**src/rtl/wash_cycle_sequencer.sv**
```systemverilog
// Wash-cycle controller: IDLE->FILL->WASH->RINSE->SPIN->IDLE with an integrated
// per-state down-timer, 1..MAX_PASS wash/rinse passes, pause/resume and abort.
module wash_cycle_sequencer #(
    parameter int unsigned CNT_W    = 32,
    parameter int unsigned T_FILL   = 120_000_000,
    parameter int unsigned T_WASH   = 300_000_000,
    parameter int unsigned T_RINSE  = 120_000_000,
    parameter int unsigned T_SPIN   = 60_000_000,
    parameter int unsigned MAX_PASS = 3,
    parameter int unsigned PASS_W   = 2
) (
    input  logic              clk,
    input  logic              rst_n,
    input  logic              coin_in,
    input  logic [PASS_W-1:0] pass_req,
    input  logic              pause,
    input  logic              abort,
    output logic [2:0]        state,
    output logic [CNT_W-1:0]  remaining_time,
    output logic [PASS_W-1:0] pass_idx,
    output logic              busy,
    output logic              paused,
    output logic              wash_done
);

    localparam logic [2:0] S_IDLE  = 3'b000;
    localparam logic [2:0] S_FILL  = 3'b001;
    localparam logic [2:0] S_WASH  = 3'b011;
    localparam logic [2:0] S_RINSE = 3'b010;
    localparam logic [2:0] S_SPIN  = 3'b110;

    localparam logic [CNT_W-1:0]  LD_FILL  = CNT_W'(T_FILL - 1);
    localparam logic [CNT_W-1:0]  LD_WASH  = CNT_W'(T_WASH - 1);
    localparam logic [CNT_W-1:0]  LD_RINSE = CNT_W'(T_RINSE - 1);
    localparam logic [CNT_W-1:0]  LD_SPIN  = CNT_W'(T_SPIN - 1);
    localparam logic [CNT_W-1:0]  CNT_ONE  = CNT_W'(1);
    localparam logic [PASS_W-1:0] PASS_ONE = PASS_W'(1);
    localparam logic [PASS_W-1:0] PASS_MAX = PASS_W'(MAX_PASS);

    logic [PASS_W-1:0] passes;
    logic [PASS_W-1:0] pass_clamped;

    always_comb begin
        pass_clamped = pass_req;
        if (pass_req == '0)
            pass_clamped = PASS_ONE;
        else if (pass_req > PASS_MAX)
            pass_clamped = PASS_MAX;
    end

    always_ff @(posedge clk or negedge rst_n) begin
        if (!rst_n) begin
            state          <= S_IDLE;
            remaining_time <= '0;
            pass_idx       <= '0;
            passes         <= '0;
            busy           <= 1'b0;
            paused         <= 1'b0;
            wash_done      <= 1'b0;
        end else begin
            wash_done <= 1'b0;
            case (state)
                S_IDLE: begin
                    paused <= 1'b0;
                    if (coin_in && !abort) begin
                        state          <= S_FILL;
                        remaining_time <= LD_FILL;
                        pass_idx       <= PASS_ONE;
                        passes         <= pass_clamped;
                        busy           <= 1'b1;
                    end
                end
                S_FILL, S_WASH, S_RINSE, S_SPIN: begin
                    // abort outranks pause, which in turn defers any pending expiry
                    if (abort) begin
                        state          <= S_IDLE;
                        remaining_time <= '0;
                        pass_idx       <= '0;
                        busy           <= 1'b0;
                        paused         <= 1'b0;
                    end else if (pause) begin
                        paused <= 1'b1;
                    end else begin
                        paused <= 1'b0;
                        if (remaining_time != '0) begin
                            remaining_time <= remaining_time - CNT_ONE;
                        end else begin
                            case (state)
                                S_FILL: begin
                                    state          <= S_WASH;
                                    remaining_time <= LD_WASH;
                                end
                                S_WASH: begin
                                    state          <= S_RINSE;
                                    remaining_time <= LD_RINSE;
                                end
                                S_RINSE: begin
                                    if (pass_idx < passes) begin
                                        state          <= S_WASH;
                                        remaining_time <= LD_WASH;
                                        pass_idx       <= pass_idx + PASS_ONE;
                                    end else begin
                                        state          <= S_SPIN;
                                        remaining_time <= LD_SPIN;
                                    end
                                end
                                default: begin
                                    state          <= S_IDLE;
                                    remaining_time <= '0;
                                    pass_idx       <= '0;
                                    busy           <= 1'b0;
                                    wash_done      <= 1'b1;
                                end
                            endcase
                        end
                    end
                end
                default: begin
                    state          <= S_IDLE;
                    remaining_time <= '0;
                    pass_idx       <= '0;
                    passes         <= '0;
                    busy           <= 1'b0;
                    paused         <= 1'b0;
                end
            endcase
        end
    end

endmodule

```
**config.mk**
```make
export PLATFORM = sky130hd
export DESIGN_NAME = wash_cycle_sequencer
export DESIGN_NICKNAME = d
export VERILOG_FILES = /design/src/rtl/wash_cycle_sequencer.sv
export SDC_FILE = /design/constraint.sdc
export NUM_CORES = 1
export LEC_CHECK = 0
export ABC_AREA = 1
export ABC_CLOCK_PERIOD_IN_PS = 2100
export BUFFER_PORTS_ARGS = -buffer_cell sky130_fd_sc_hd__buf_2
export CAP_MARGIN = 20
export CELL_PAD_IN_SITES_DETAIL_PLACEMENT = 0
export CELL_PAD_IN_SITES_GLOBAL_PLACEMENT = 2
export CORE_MARGIN = 3
export CORE_UTILIZATION = 33
export CTS_BUF_LIST = sky130_fd_sc_hd__clkbuf_4 sky130_fd_sc_hd__clkbuf_8
export DETAILED_ROUTE_END_ITERATION = 6
export PLACE_DENSITY = 0.8
export SLEW_MARGIN = 20
export SYNTH_ARGS = -nofsm -noshare
export SYNTH_HDL_FRONTEND = slang
export SYNTH_SLANG_ARGS = --single-unit
```
**constraint.sdc**
```tcl
create_clock -name clk -period 2.1 [get_ports clk]
set_input_delay 0.105 -clock clk [delete_from_list [all_inputs] [get_ports clk]]
set_output_delay 0.105 -clock clk [all_outputs]
set_load 0.05 [all_outputs]
```
==> impl_metrics.ini <==
[pwr]
p_clk_share_pct = 9.7
p_leak_nw = 1.766
power_density_mw_per_mm2 = 1647
power.total_mw = 5.660
p_sw_share_pct = 57.29
p_int_mw = 2.417
power_frac_seq_pct = 24.0
p_sw_mw = 3.243
pwr-share-comb_pct = 66.3
vdd_drop_max_mv = 0.7862

[drt]
wl_um = 9351
num_vias = 2824
antenna_left = 0
drt_iter0_drc = 169
viasPerCell = 4.937
drt_pass1_iterations = 4
drc = 0
routedWlPerCell_um = 16.35

[timing]
hold_viol_final = 0
fmax_mhz = 525.0
slew_violations = 0
tns_ps = 0
rsz0062_at_grt = no
fin_crit_sh_pct = 90.70
min_period_ps = 1905
clock_skew_ps = 8.541
maxSlewHeadroom_pct = 68.92
tightest_slew_ps = 466.2
setup_viol = 0

[synthesis]
avgSynthCellArea_sq_um = 7.179
synth_fp_nets = 406
seq_area_frac_synth_pct = 36.87
synth_cells = 397
yosys.area_share.simple_pct = 39.29
ys.flop_type = dfrtp_1
synth_enable_flop_cells = 0
synth_seq_cells = 42
synth_top_family_by_area = simple AND/OR/NAND/NOR gates
synthXorXnorAreaFrac_pct = 6.146
yosys_warnings = 0
synth_compound_area_share_pct = 10.36
synth_cell_types = 33
synth_area_sq_mm = 0.002850
synthAdderAreaFrac_pct = 0.8780
async_flop_share_pct = 100.0
muxShareOfSynthArea_pct = 0

[setup_path]
crit_type = flop to flop
crit_path_end_kind = flop
critPathLaunchType = flop
critPathArrivalTime_ps = 2090
critPathTopFamily = simple AND/OR/NAND/NOR gates
slowest_delay_ps = 480
r2r_end = remaining_time[14]
crit_slowest_cell = dfrtp_1
required_ps = 2290
rr_worst_depth = 11
worst-path-buf-inv = 3
startpoint = state[0]
critPathMaxFanout = 23
r2r_start = state[0]
r2r_slack_ps = 200
crit_chain = inv_2 -> nand2_2 -> nand2_2 -> inv_2 -> nor2_4 -> nand2_4 -> nand2_4 -> buf_4 -> nor2_1 -> xnor2_1 -> nor2_1

[grt]
grt_pass1_wl_um = 14970
grt_pass1_vias = 2764
grtUsageTotal_pct = 19.53
grt_max_degree = 24
antenna_found_initial = 0
grt_overflow_total = 0

[cts]
cts_max_level = 2
clk_latency_ps = 300
root_buffer = clkbuf_8
clock-sinks = 42
numCtsBuffers = 5
clock_path_buffers = 2
clk_pin_slew_ps = 80
cts_tree = built

[status]
status = finished, final reports clean

[placed_design]
place_hpwl_um = 7245
place.gp.congestion = 0.8494
port_buffers = 46

[worst_hold_path]
hold_start = pause
min_path_type = input pin to flop
worstHoldPathCells = 2
hold_end = wash_done

[floorplan]
ios = 47
fp.dieW_um = 98.94
rows = 33
die_h_um = 98.94
initial_core_util_pct = 34.34
dieArea_sq_mm = 0.009788
fp.coreArea_sq_mm = 0.008299

[layout]
mostFrequentLayoutCells = nand2_1, nor2_1, buf_2, dfrtp_1, inv_1
nets = 477
num_antenna_cells = 0
synthToLayoutAreaGrowth_pct = 20.59
fillerInstances = 868
final_common_cell = nand2_1
drive_gt1_share_pct = 22.91

[job]
cap_violations = 0
## metal layers
layer	up-vias	GRT usage [%]	wire, um	part of all wire [%]
met5	-	0	0	0
met4	0	4.517	117	1.3
met3	11	3.397	569	6.1
met2	80	30.06	4172	45
met1	1330	28.55	4491	48
li1	1403	-	-	-
## cell type report
type                            instances  area [sq um]  share of cell area, %
Multi-Input combinational cell        314          1625                  47.29
Timing Repair Buffer                   68         397.9                  11.58
Inverter                               37         148.9                  4.332
Clock buffer                            6         82.58                  2.403
Tap cell                              105         131.4                  3.822
Sequential cell                        42          1051                  30.58
## cells in the mapped netlist, types with 3 or more instances
cell,n,area [sq um]
a21oi_1,11,55.05
dfrtp_1,42,1051
inv_1,32,120.1
inv_2,3,11.26
nand2_1,113,424.2
nand2_2,7,43.79
nand2_4,7,78.83
nand3_1,22,110.1
nand3b_1,3,22.52
nand4_1,5,31.28
nor2_1,68,255.2
nor2_4,5,56.30
o211ai_1,3,22.52
o21ai_0,20,100.1
o21ai_1,3,15.01
o21bai_1,11,82.58
xnor2_1,8,70.07
xor2_1,12,105.1
## registers in the layout (all words and copies together), names as in the netlist
name            cells
state               3
passes              2
busy                1
paused              1
remaining_time     32
pass_idx            2
wash_done           1
## worst max path at each step
stage | end | slack (ps) | cells past startpoint
final | remaining_time[14] | 200 | 11
after detailed placement | remaining_time[5] | 60 | 10
after global routing | remaining_time[25] | 20 | 9
after floorplan | busy | 40 | 11
after global placement | remaining_time[5] | 40 | 10
after CTS | remaining_time[6] | 30 | 10
## cell families after synthesis
group,after synthesis
XOR/XNOR,20
flip-flops,42
AO/OA/AOI/OAI,51
buffers and inverters,41
AND/OR/NAND/NOR,241
adder cells (fa/ha/maj),2
## repair_timing
action,in CTS,in global routing
setup endpoints to repair,0,16
resized for setup,0,4
endpoints found under the hold margin,16,0
hold buffers,1,0
buffers inserted,0,2
## power by group through the flow
stage | logic, mW | registers, mW | clock network [mW]
floorplan | 1.92 | 2.15 | 0
global placement | 3.75 | 1.38 | 0
detailed placement | 3.74 | 1.38 | 0
CTS | 3.75 | 1.36 | 0.574
global route | 4.14 | 1.41 | 0.603
finish | 3.75 | 1.36 | 0.550
## through the flow
stage	setup slack [ps]	cell area [sq um]	hold slack, ps	utilization (%)	instances
after CTS	33.60	3412	27.89	41.11	570
final	195.2	3437	35.00	41.41	572
after global routing	19.98	3437	30.75	41.41	572
after detailed placement	55.15	3319	85.69	40.00	563
after global placement	44.51	3319	94.87	40.00	563
after floorplan	39.80	2850	-190.6	-	397
Power figures use the tool's default switching activity.
